===== src/rtl/uop_debounce2.sv =====
// uop_debounce2: two-channel synchroniser and debouncer with registered rise/fall event pulses
module uop_debounce2 #(
  parameter int STABLE_CYCLES = 4,
  parameter int CNT_W = 8
) (
  input  logic clk,
  input  logic n_reset,
  input  logic raw_x,
  input  logic raw_y,
  output logic x,
  output logic y,
  output logic x_rise,
  output logic x_fall,
  output logic y_rise,
  output logic y_fall
);
  typedef enum logic [1:0] {LOW, WAIT_HI, HIGH, WAIT_LO} state_t;
  localparam logic [CNT_W-1:0] LAST = CNT_W'(STABLE_CYCLES - 1);
  localparam bit DIRECT = (STABLE_CYCLES == 1);
  logic [1:0] raw, lvl, rise, fall;
  assign raw = {raw_y, raw_x};
  assign {y, x} = lvl;
  assign {y_rise, x_rise} = rise;
  assign {y_fall, x_fall} = fall;
  for (genvar c = 0; c < 2; c++) begin : g_ch
    logic s1, s, out_q, rise_q, fall_q, out_n, rise_n, fall_n;
    logic [CNT_W-1:0] cnt, cnt_n;
    state_t state, state_n;
    assign lvl[c] = out_q;
    assign rise[c] = rise_q;
    assign fall[c] = fall_q;
    // two-flop synchroniser followed by the debounce state, counter and registered outputs
    always_ff @(posedge clk or negedge n_reset) begin
      if (!n_reset) begin
        s1     <= 1'b0;
        s      <= 1'b0;
        state  <= LOW;
        cnt    <= '0;
        out_q  <= 1'b0;
        rise_q <= 1'b0;
        fall_q <= 1'b0;
      end else begin
        s1     <= raw[c];
        s      <= s1;
        state  <= state_n;
        cnt    <= cnt_n;
        out_q  <= out_n;
        rise_q <= rise_n;
        fall_q <= fall_n;
      end
    end
    // a differing sample opens a wait; an agreeing sample aborts it; the last differing sample flips the level
    always_comb begin
      state_n = state;
      cnt_n   = cnt;
      out_n   = out_q;
      rise_n  = 1'b0;
      fall_n  = 1'b0;
      case (state)
        LOW:
          if (s) begin
            if (DIRECT) begin
              state_n = HIGH;
              out_n   = 1'b1;
              rise_n  = 1'b1;
            end else begin
              state_n = WAIT_HI;
              cnt_n   = CNT_W'(1);
            end
          end
        WAIT_HI:
          if (!s) begin
            state_n = LOW;
            cnt_n   = '0;
          end else if (cnt == LAST) begin
            state_n = HIGH;
            cnt_n   = '0;
            out_n   = 1'b1;
            rise_n  = 1'b1;
          end else begin
            cnt_n = cnt + CNT_W'(1);
          end
        HIGH:
          if (!s) begin
            if (DIRECT) begin
              state_n = LOW;
              out_n   = 1'b0;
              fall_n  = 1'b1;
            end else begin
              state_n = WAIT_LO;
              cnt_n   = CNT_W'(1);
            end
          end
        WAIT_LO:
          if (s) begin
            state_n = HIGH;
            cnt_n   = '0;
          end else if (cnt == LAST) begin
            state_n = LOW;
            cnt_n   = '0;
            out_n   = 1'b0;
            fall_n  = 1'b1;
          end else begin
            cnt_n = cnt + CNT_W'(1);
          end
      endcase
    end
  end
endmodule


===== config.mk =====
export PLATFORM = sky130hd
export DESIGN_NAME = uop_debounce2
export DESIGN_NICKNAME = d
export VERILOG_FILES = /design/src/rtl/uop_debounce2.sv
export SDC_FILE = /design/constraint.sdc
export NUM_CORES = 1
export LEC_CHECK = 0
export ABC_CLOCK_PERIOD_IN_PS = 3600
export CAP_MARGIN = 20
export CORE_ASPECT_RATIO = 1.5
export CORE_MARGIN = 4
export CORE_UTILIZATION = 55
export CTS_CLUSTER_DIAMETER = 60
export DETAILED_ROUTE_END_ITERATION = 6
export PLACE_DENSITY = 0.75
export SYNTH_ARGS = -nofsm -noshare
export SYNTH_HDL_FRONTEND = slang
export SYNTH_SLANG_ARGS = --single-unit

===== constraint.sdc =====
create_clock -name clk -period 3.6 [get_ports clk]
set_input_delay 0.72 -clock clk [delete_from_list [all_inputs] [get_ports clk]]
set_output_delay 0.72 -clock clk [all_outputs]
set_load 0.05 [all_outputs]

=== After elaboration in Yosys (flattened, before gate mapping) ===
Cells that the tools add are included.

* Mux-type cells: 46
* Add/subtract/negate cells: 2
* Reductions and logical operators: 10
* Equality and inequality tests: 24

{| class="wikitable"
|+ Operators by type and width
! kind !! number
|-
| 2-to-1 mux 8 bit || 10
|-
| case mux 8 bit (4 select lines) || 2
|-
| 2-to-1 mux 2 bit || 12
|-
| != test 2 bit (second input constant) || 12
|-
| 2-to-1 mux 1 bit || 18
|-
| adder 8 x 1 -> 8 bit (second input constant) || 2
|-
| == test 8 x 2 -> 1 bit (second input constant) || 2
|-
| case mux 2 bit (4 select lines) || 2
|-
| != test 3 bit (second input constant) || 4
|-
| AND reduction 5 bit || 2
|-
| == test 2 bit (second input constant) || 4
|-
| AND reduction 4 bit || 2
|-
| == test 2 x 1 -> 1 bit (second input constant) || 2
|-
| logical NOT 2 bit || 2
|-
| case mux 1 bit (2 select lines) || 2
|-
| AND reduction 2 bit || 2
|-
| nonzero test 2 bit || 2
|}

* Bits of input ports: 4
* Flip-flop bits (word level): 30
* Output and inout bits: 6

=== Depth between registers and ports, before layout ===
Gate-level depths: netlist (run 1).

* Depth after elaboration: 4
* Depth in mapped cells: 6

=== Least setup slack after synthesis (run 1) ===
Ideal clock, no wire load.

* Path type: reg-to-reg
* Start: reg g_ch[0].cnt[0]
* End: reg g_ch[0].cnt[3]
* Arrival: 1.465 ns
* Buffers on the path: 1
* Setup time: 0.082 ns
* Stages on the path, launching flop included: 7
* Slack: 2.054 ns
* Clock period less this slack: 1.546 ns
* Required time: 3.518 ns
* Cell sequence: dfrtp_1 -> ha_1 -> nor4b_2 -> a211oi_2 -> buf_6 -> a41oi_1 -> a31oi_1

* Longest elaborated chain between the ends: 4
* Elaborated cells on any way between the ends: 6
* Classes of those cells: add/sub (1); eq/ne (1); mux (4)

{| class="wikitable"
|+ RTL lines
! element !! RTL line !! text
|-
| start: declaration || 27 || <nowiki>logic [CNT_W-1:0] cnt, cnt_n;</nowiki>
|-
| start signal: assignment || 46 || <nowiki>cnt <= cnt_n;</nowiki>
|-
| adder 8 x 1 -> 8 bit / == test 8 x 2 -> 1 bit (equally long branches) || - ||
|-
| 2-to-1 mux 8 bit * || 75, 98 ||
|-
| 2-to-1 mux 8 bit, on equally long branches || 95, 72 ||
|-
| case mux 8 bit (4 select lines) * || 59 || <nowiki>case (state)</nowiki>
|}

Mark *: on every way between the ends. The rest lies on a longest branch, timed or not.
A chain may end at the register's enable or synchronous reset.

=== Worst setup path in the final report (run 1) ===
* Start: reg g_ch[0].out_q, in the netlist x
* End: out x

{| class="wikitable"
|+ RTL lines
! element !! RTL line !! text
|-
| start: declaration || 26 || <nowiki>logic s1, s, out_q, rise_q, fall_q, out_n, rise_n, fall_n;</nowiki>
|-
| start signal: assignment || 47 || <nowiki>out_q <= out_n;</nowiki>
|-
| end: declaration || 10 || <nowiki>output logic x,</nowiki>
|}

No word-level cell between the ends.

==> run_results.csv, run 1 <==
group,metric,value,unit
outcome,run_status,"complete, no violations",
clock_network,cts.path.max_buffers,2,
grt,pin_count_of_the_biggest_net_entering_global_routing,31,
cells_and_area,multi_input_area,601.8,sq um
setup_path,worst_setup_path_end_kind,"primary output",
sta,achievable_freq,0.4529,GHz
setup_path,critical_path_required,2880,ps
setup_path,cp.buffers_inverters,1,
synth,synth_top_cell_area_share,54.30,%
setup_path,path_cells,"clkdlybuf4s50_1",
floorplan,floorplan.initialDensity,57.08,%
setup_path,critPathMaxFanout,3,
route,drt_pre_antenna_iters,4,
sta,worstMarginPinSlew,694.7,ps
clock_network,post_cts_buffers,0,
pwr,power.leakage,0.7015,nW
synth,synth_seq_area_share,54.30,%
cells_and_area,area.growth.synth_to_final,12.13,%
sta,layout_min_cycle_time,2208,ps
pwr,max-vdd-ir-drop,0.0004244,V
setup_path,max_stage_delay,800,ps
synth,ys_seq_elements,30,
floorplan,design.die.area,0.003396,sq mm
setup_path,cp-start-kind,"flip-flop",
sta,final-max-slew-violation-count,0,
min_path,min_path_type,"reg2reg",
sta,rsz0062_at_grt,"no",
clock_network,ctsHtreeMaxLevel,2,
floorplan,floorplan.core_area,0.002422,sq mm
route,ant_nets,0,
setup_path,timing.reg2reg.setup_slack,1640,ps
grt,grt-ovfl-total,0,
setup_path,criticalPathCategory,"reg2out",
setup_path,cp.arrival,1490,ps
cells_and_area,area.sequential,750.7,sq um
route,totalWireLength,2.340,mm
synth,synth_cell_type_count,28,
synth,yosysTopAreaCell,"dfrtp_1",
setup_path,path_delay_family,"buffers and inverters",
grt,global_route.usage.total,15.92,%
grt,grt_pass1_wl,4.278,mm
sta,finalHoldViolations,0,
grt,grt_pass1_vias,1016,
route,post_drt_via_cell_ratio,6.048,
route,vias,1010,
route,first_iter_violations,29,
synth,synth_warnings,0,
clock_network,cts.reportedPaths.clkPinSlew,80,ps
place,post_dp_cell_area,0.001499,sq mm
clock_network,cts_made_buffers,5,
place,global_placer_s_final_weighted_congestion,0.8346,
clock_network,clkLatencyLatePin,320,ps
clock_network,cts_tree,"done",
synth,synth_nets,135,
floorplan,die_h,69.41,microns
floorplan,num_rows,22,
cells_and_area,num-nets-final,151,
cells_and_area,diodes,0,
synth,synth.top_cells.by_area,"dfrtp_1 (54%), a31oi_1 (4.1%), nand2_1 (3.5%), nand3_1 (2.9%), ha_1 (2.7%)",
place,port-buffer-count,9,
clock_network,cts_hold_repair.buffers,0,
floorplan,chipWidth,48.94,microns
cells_and_area,final_cell_area,0.001550,sq mm
sta,skew,7.033,ps
sta,post_route_setup_tns,0,ps
sta,setup_violations,0,
place,placed_cells_incl_taps,161,
setup_path,cell_with_the_largest_stage_delay_on_the_worst_path,"clkdlybuf4s50_1",
floorplan,io_pins,10,
clock_network,cts.repair.resized,0,
sta,final_cycle_utilization_of_the_critical_path,61.33,%
place,post_detail_place_hpwl,1.743,mm
synth,syn-mean-instance-area,10.80,sq um
route,wire_per_inst,14.01,microns
route,drt_drc_violations_left,0,
cells_and_area,final-instance-count-excl-fill,167,
cells_and_area,fraction_of_final_layout_cells_with_drive_strength_greater_than_1,9.790,%
grt,grt_antenna_before_repair,0,
sta,timing.slew.headroom,53.60,%
flow_run,drv.max_cap_violation_count,0,
synth,syn-instance-count,128,
synth,netlist_area,0.001383,sq mm
clock_network,cts_root_buffer,"clkbuf_4",
pwr,cellPowerDensity,637.6,mW/mm^2
clock_network,total_number_of_clock_tree_sinks,30,
cells_and_area,final.fill_count,200,
[layout by cell type (no fill, tap or decap), types with 2 or more instances in the layout]
master,n
nand3_1,8
a41oi_1,3
nand2b_1,4
a31oi_1,9
nor2_1,7
inv_1,5
nor3_1,7
a22o_1,3
xnor2_1,3
nand3b_1,2
nand2_1,13
a21oi_1,6
and3_1,5
ha_1,3
clkdlybuf4s50_1,9
o21ai_0,6
dfrtp_1,30
xor2_1,3
clkbuf_4,5
[synth_stat cells]
cell      number
a211oi_1       1
a211oi_2       1
a211oi_4       1
a21o_2         1
a21oi_1        6
a22o_1         3
a22o_2         1
a31oi_1        9
a41oi_1        3
and2_1         1
and3_1         5
buf_6          1
dfrtp_1       30
ha_1           3
inv_1          5
mux2_2         1
nand2_1       13
nand2b_1       4
nand3_1        8
nand3b_1       2
nand4_1        1
nor2_1         7
nor3_1         7
nor4b_2        1
nor4b_4        1
o21ai_0        6
xnor2_1        3
xor2_1         3
[cell type report]
class / count / share of cell area (%)
clock buffer: 6 / 3.309
sequential: 30 / 48.43
inverter: 5 / 1.211
timing repair buffer: 10 / 6.295
tap: 24 / 1.937
multi-input combinational: 92 / 38.82
[flip-flops by register name, indices dropped and copies added, names as in the netlist, named ones only]
| register | cells |
|---|---|
| g_ch.cnt | 16 |
| g_ch.s | 2 |
| g_ch.s1 | 2 |
| g_ch.state | 2 |
| x | 1 |
| x_fall | 1 |
| x_rise | 1 |
| y | 1 |
| y_fall | 1 |
| y_rise | 1 |
[cells by family after synthesis]
logic type,share of synthesized area (%)
AND/OR/NAND/NOR,19.73
AO/OA/AOI/OAI,16.47
flip-flops,54.30
XOR/XNOR,3.802
buffers and inverters,2.172
adder cells (fa/ha/maj),2.715
multiplexers,0.8144
[metrics by stage]
stage	utilization (%)	hold slack [ps]	setup WS (ps)	power (W)
after global placement	61.88	334.9	1741	0.0007918
after floorplan	-	331.2	2054	0.0007359
after detailed placement	61.88	338.7	1679	0.0008097
after CTS	64.00	357.1	1355	0.001005
final	64.00	353.9	1392	0.0009885
after global routing	64.00	372.1	1317	0.001072
[per-layer routing]
metal / track usage (%) / routed length [microns]
met5: 0 / 0
met4: 9.281 / 57
met3: 4.731 / 77
met2: 27.33 / 1235
met1: 16.67 / 970
[report_power, final]
group | switching (W) | internal [W]
Clock | 0.000101 | 0.0000878
Combinational | 0.000197 | 0.000123
Sequential | 0.0000807 | 0.000399
[worst paths after layout]
check,startpoint,to,cells after the start
worst max-delay path,x$_DFFE_PN0P_,x,1
worst min-delay path,g_ch[1].s1$_DFF_PN0_,g_ch[1].s$_DFF_PN0_,0
worst max register to register,g_ch[0].cnt[0]$_DFFE_PN0P_,g_ch[0].cnt[5]$_DFFE_PN0P_,5
worst min register to register,g_ch[1].s1$_DFF_PN0_,g_ch[1].s$_DFF_PN0_,0
max in group asynchronous,n_reset,x$_DFFE_PN0P_,2
min in group asynchronous,n_reset,g_ch[0].cnt[3]$_DFFE_PN0P_,2
No activity file was read; power rests on OpenSTA's default activity.
==> run 2: changes to the inputs <==
- ABC_CLOCK_PERIOD_IN_PS: 3600 -> 2300
- clock period: 3.6 -> 2.3 ns (I/O delays scaled with it)
==> run_results.csv, run 2 (synthesis results as in run 1) <==
group,metric,value,unit
outcome,run_status,"complete, no violations",
setup_path,critical_path_required,1840,ps
sta,skew,10.37,ps
grt,grt_antenna_before_repair,0,
setup_path,cell_with_the_largest_stage_delay_on_the_worst_path,"clkdlybuf4s50_1",
setup_path,worst_setup_path_end_kind,"primary output",
cells_and_area,area.sequential,750.7,sq um
pwr,max-vdd-ir-drop,0.0006797,V
route,drt_pre_antenna_iters,4,
floorplan,io_pins,10,
grt,grt-ovfl-total,0,
clock_network,cts.path.max_buffers,2,
cells_and_area,final.fill_count,194,
setup_path,critPathMaxFanout,3,
min_path,whs_path_depth,0,
place,detailedPlace.worstSlack,596.9,ps
cells_and_area,num-nets-final,152,
pwr,share_seq_of_total_power,47.2,%
pwr,power_report.internal_total,0.0009754,W
sta,post_route_setup_tns,0,ps
setup_path,path_cells,"clkdlybuf4s50_1",
place,post_detail_place_hpwl,1.802,mm
min_path,worstHoldStart,"g_ch[1].s1$_DFF_PN0_",
pwr,cellPowerDensity,1019,mW/mm^2
clock_network,cts.reportedPaths.clkPinSlew,90,ps
grt,pin_count_of_the_biggest_net_entering_global_routing,31,
floorplan,design.die.area,0.003396,sq mm
floorplan,floorplan.core_area,0.002422,sq mm
grt,global_route.usage.total,17.10,%
clock_network,cts_tree,"done",
setup_path,path_delay_family,"buffers and inverters",
route,totalWireLength,2.566,mm
pwr,power.leakage,0.7117,nW
grt,grt_pass1_vias,1051,
sta,achievable_freq,0.5087,GHz
clock_network,total_number_of_clock_tree_sinks,30,
place,port-buffer-count,9,
clock_network,ctsHtreeMaxLevel,2,
pwr,pwr-share-clk,20.0,%
route,vias,1037,
sta,finalHoldViolations,0,
pwr,p_sw,0.0006212,W
min_path,whs_endpoint,"g_ch[1].s$_DFF_PN0_",
cells_and_area,diodes,0,
cells_and_area,largest_register_ff_count,16,
setup_path,criticalPathCategory,"reg2out",
setup_path,reg2regPathDepth,6,
sta,timing.slew.headroom,64.61,%
cells_and_area,fraction_of_final_layout_cells_with_drive_strength_greater_than_1,10.96,%
setup_path,timing.reg2reg.setup_slack,570,ps
floorplan,num_rows,22,
setup_path,cp.arrival,1510,ps
min_path,min_path_type,"reg2reg",
pwr,power.switching_fraction,38.91,%
flow_run,drv.max_cap_violation_count,0,
clock_network,cts_made_buffers,5,
clock_network,cts_root_buffer,"clkbuf_4",
setup_path,max_stage_delay,810,ps
setup_path,r2r-start,"g_ch[0].cnt[0]$_DFFE_PN0P_",
pwr,pwr-share-comb,32.8,%
clock_network,clkLatencyLatePin,330,ps
floorplan,die_h,69.41,microns
sta,final-max-slew-violation-count,0,
cells_and_area,registers.top_by_ff_count,"g_ch.cnt",
grt,grt_pass1_wl,4.540,mm
clock_network,cts.repair.resized,0,
route,ant_nets,0,
clock_network,cts_hold_repair.buffers,0,
setup_path,cp.buffers_inverters,1,
floorplan,chipWidth,48.94,microns
route,first_iter_violations,35,
floorplan,floorplan.initialDensity,57.08,%
sta,rsz0062_at_grt,"no",
cells_and_area,layout_common_cells,"dfrtp_1 (30), nand2_1 (13), a31oi_1 (9), clkdlybuf4s50_1 (9), nand3_1 (8)",
sta,layout_min_cycle_time,1966,ps
place,global_placer_s_final_weighted_congestion,0.7590,
route,wire_per_inst,15.09,microns
sta,worstMarginPinSlew,527.1,ps
route,drt_drc_violations_left,0,
sta,setup_violations,0,
setup_path,cp-start-kind,"flip-flop",
cells_and_area,multi_input_area,601.8,sq um
cells_and_area,area.growth.synth_to_final,13.30,%
sta,timing.final.ws_setup,334.1,ps
route,post_drt_via_cell_ratio,6.100,
cells_and_area,leading_cell_type_in_the_layout_fill_and_taps_excluded,"dfrtp_1",
setup_path,timing.rr.end,"g_ch[0].cnt[6]$_DFFE_PN0P_",
clock_network,post_cts_buffers,0,
sta,final_cycle_utilization_of_the_critical_path,85.48,%
run 2: power groups by stage:
stage	Combinational (W)	Clock [W]	Sequential (W)
2_1_floorplan	0.000399	0	0.000752
3_3_place_gp	0.000495	0	0.000756
3_5_place_dp	0.000522	0	0.000761
4_1_cts	0.000525	0.000343	0.000752
5_1_grt	0.000596	0.000368	0.000774
6_report	0.000523	0.000319	0.000754
run 2: layer usage:
layer | vias up | part of all wire, % | GRT usage, %
met2 | 22 | 54 | 26.89
met4 | 0 | 0.31 | 8.982
met3 | 2 | 3.8 | 6.237
met1 | 512 | 42 | 20.00
li1 | 501 | - | -
met5 | - | 0 | 0
run 2: worst max-delay path by stage:
stage	start	cells past startpoint	endpoint
after CTS	x$_DFFE_PN0P_	1	x
after detailed placement	g_ch[0].cnt[0]$_DFFE_PN0P_	6	g_ch[0].cnt[3]$_DFFE_PN0P_
final	x$_DFFE_PN0P_	1	x
after global placement	g_ch[0].cnt[0]$_DFFE_PN0P_	6	g_ch[0].cnt[3]$_DFFE_PN0P_
after global routing	x$_DFFE_PN0P_	1	x
after floorplan	g_ch[0].cnt[0]$_DFFE_PN0P_	6	g_ch[0].cnt[3]$_DFFE_PN0P_
run 2: area by class of cell:
class                      instances  area share (%)
timing repair buffer              11           6.709
sequential                        30           47.92
inverter                           5           1.198
tap                               24           1.917
clock buffer                       7           3.514
multi-input combinational         92           38.42
clock inverter                     1          0.3195
run 2: per-stage QoR:
stage	cells	instance area (sq um)	utilization, %	total power, W	hold WS [ps]
finish	170	1567	64.67	0.001597	354.6
global route	170	1567	64.67	0.001739	362.1
CTS	170	1567	64.67	0.001619	358.0
detailed placement	162	1506	62.19	0.001283	337.1
global placement	162	1506	62.19	0.001251	333.2
floorplan	128	1383	-	0.001152	164.4
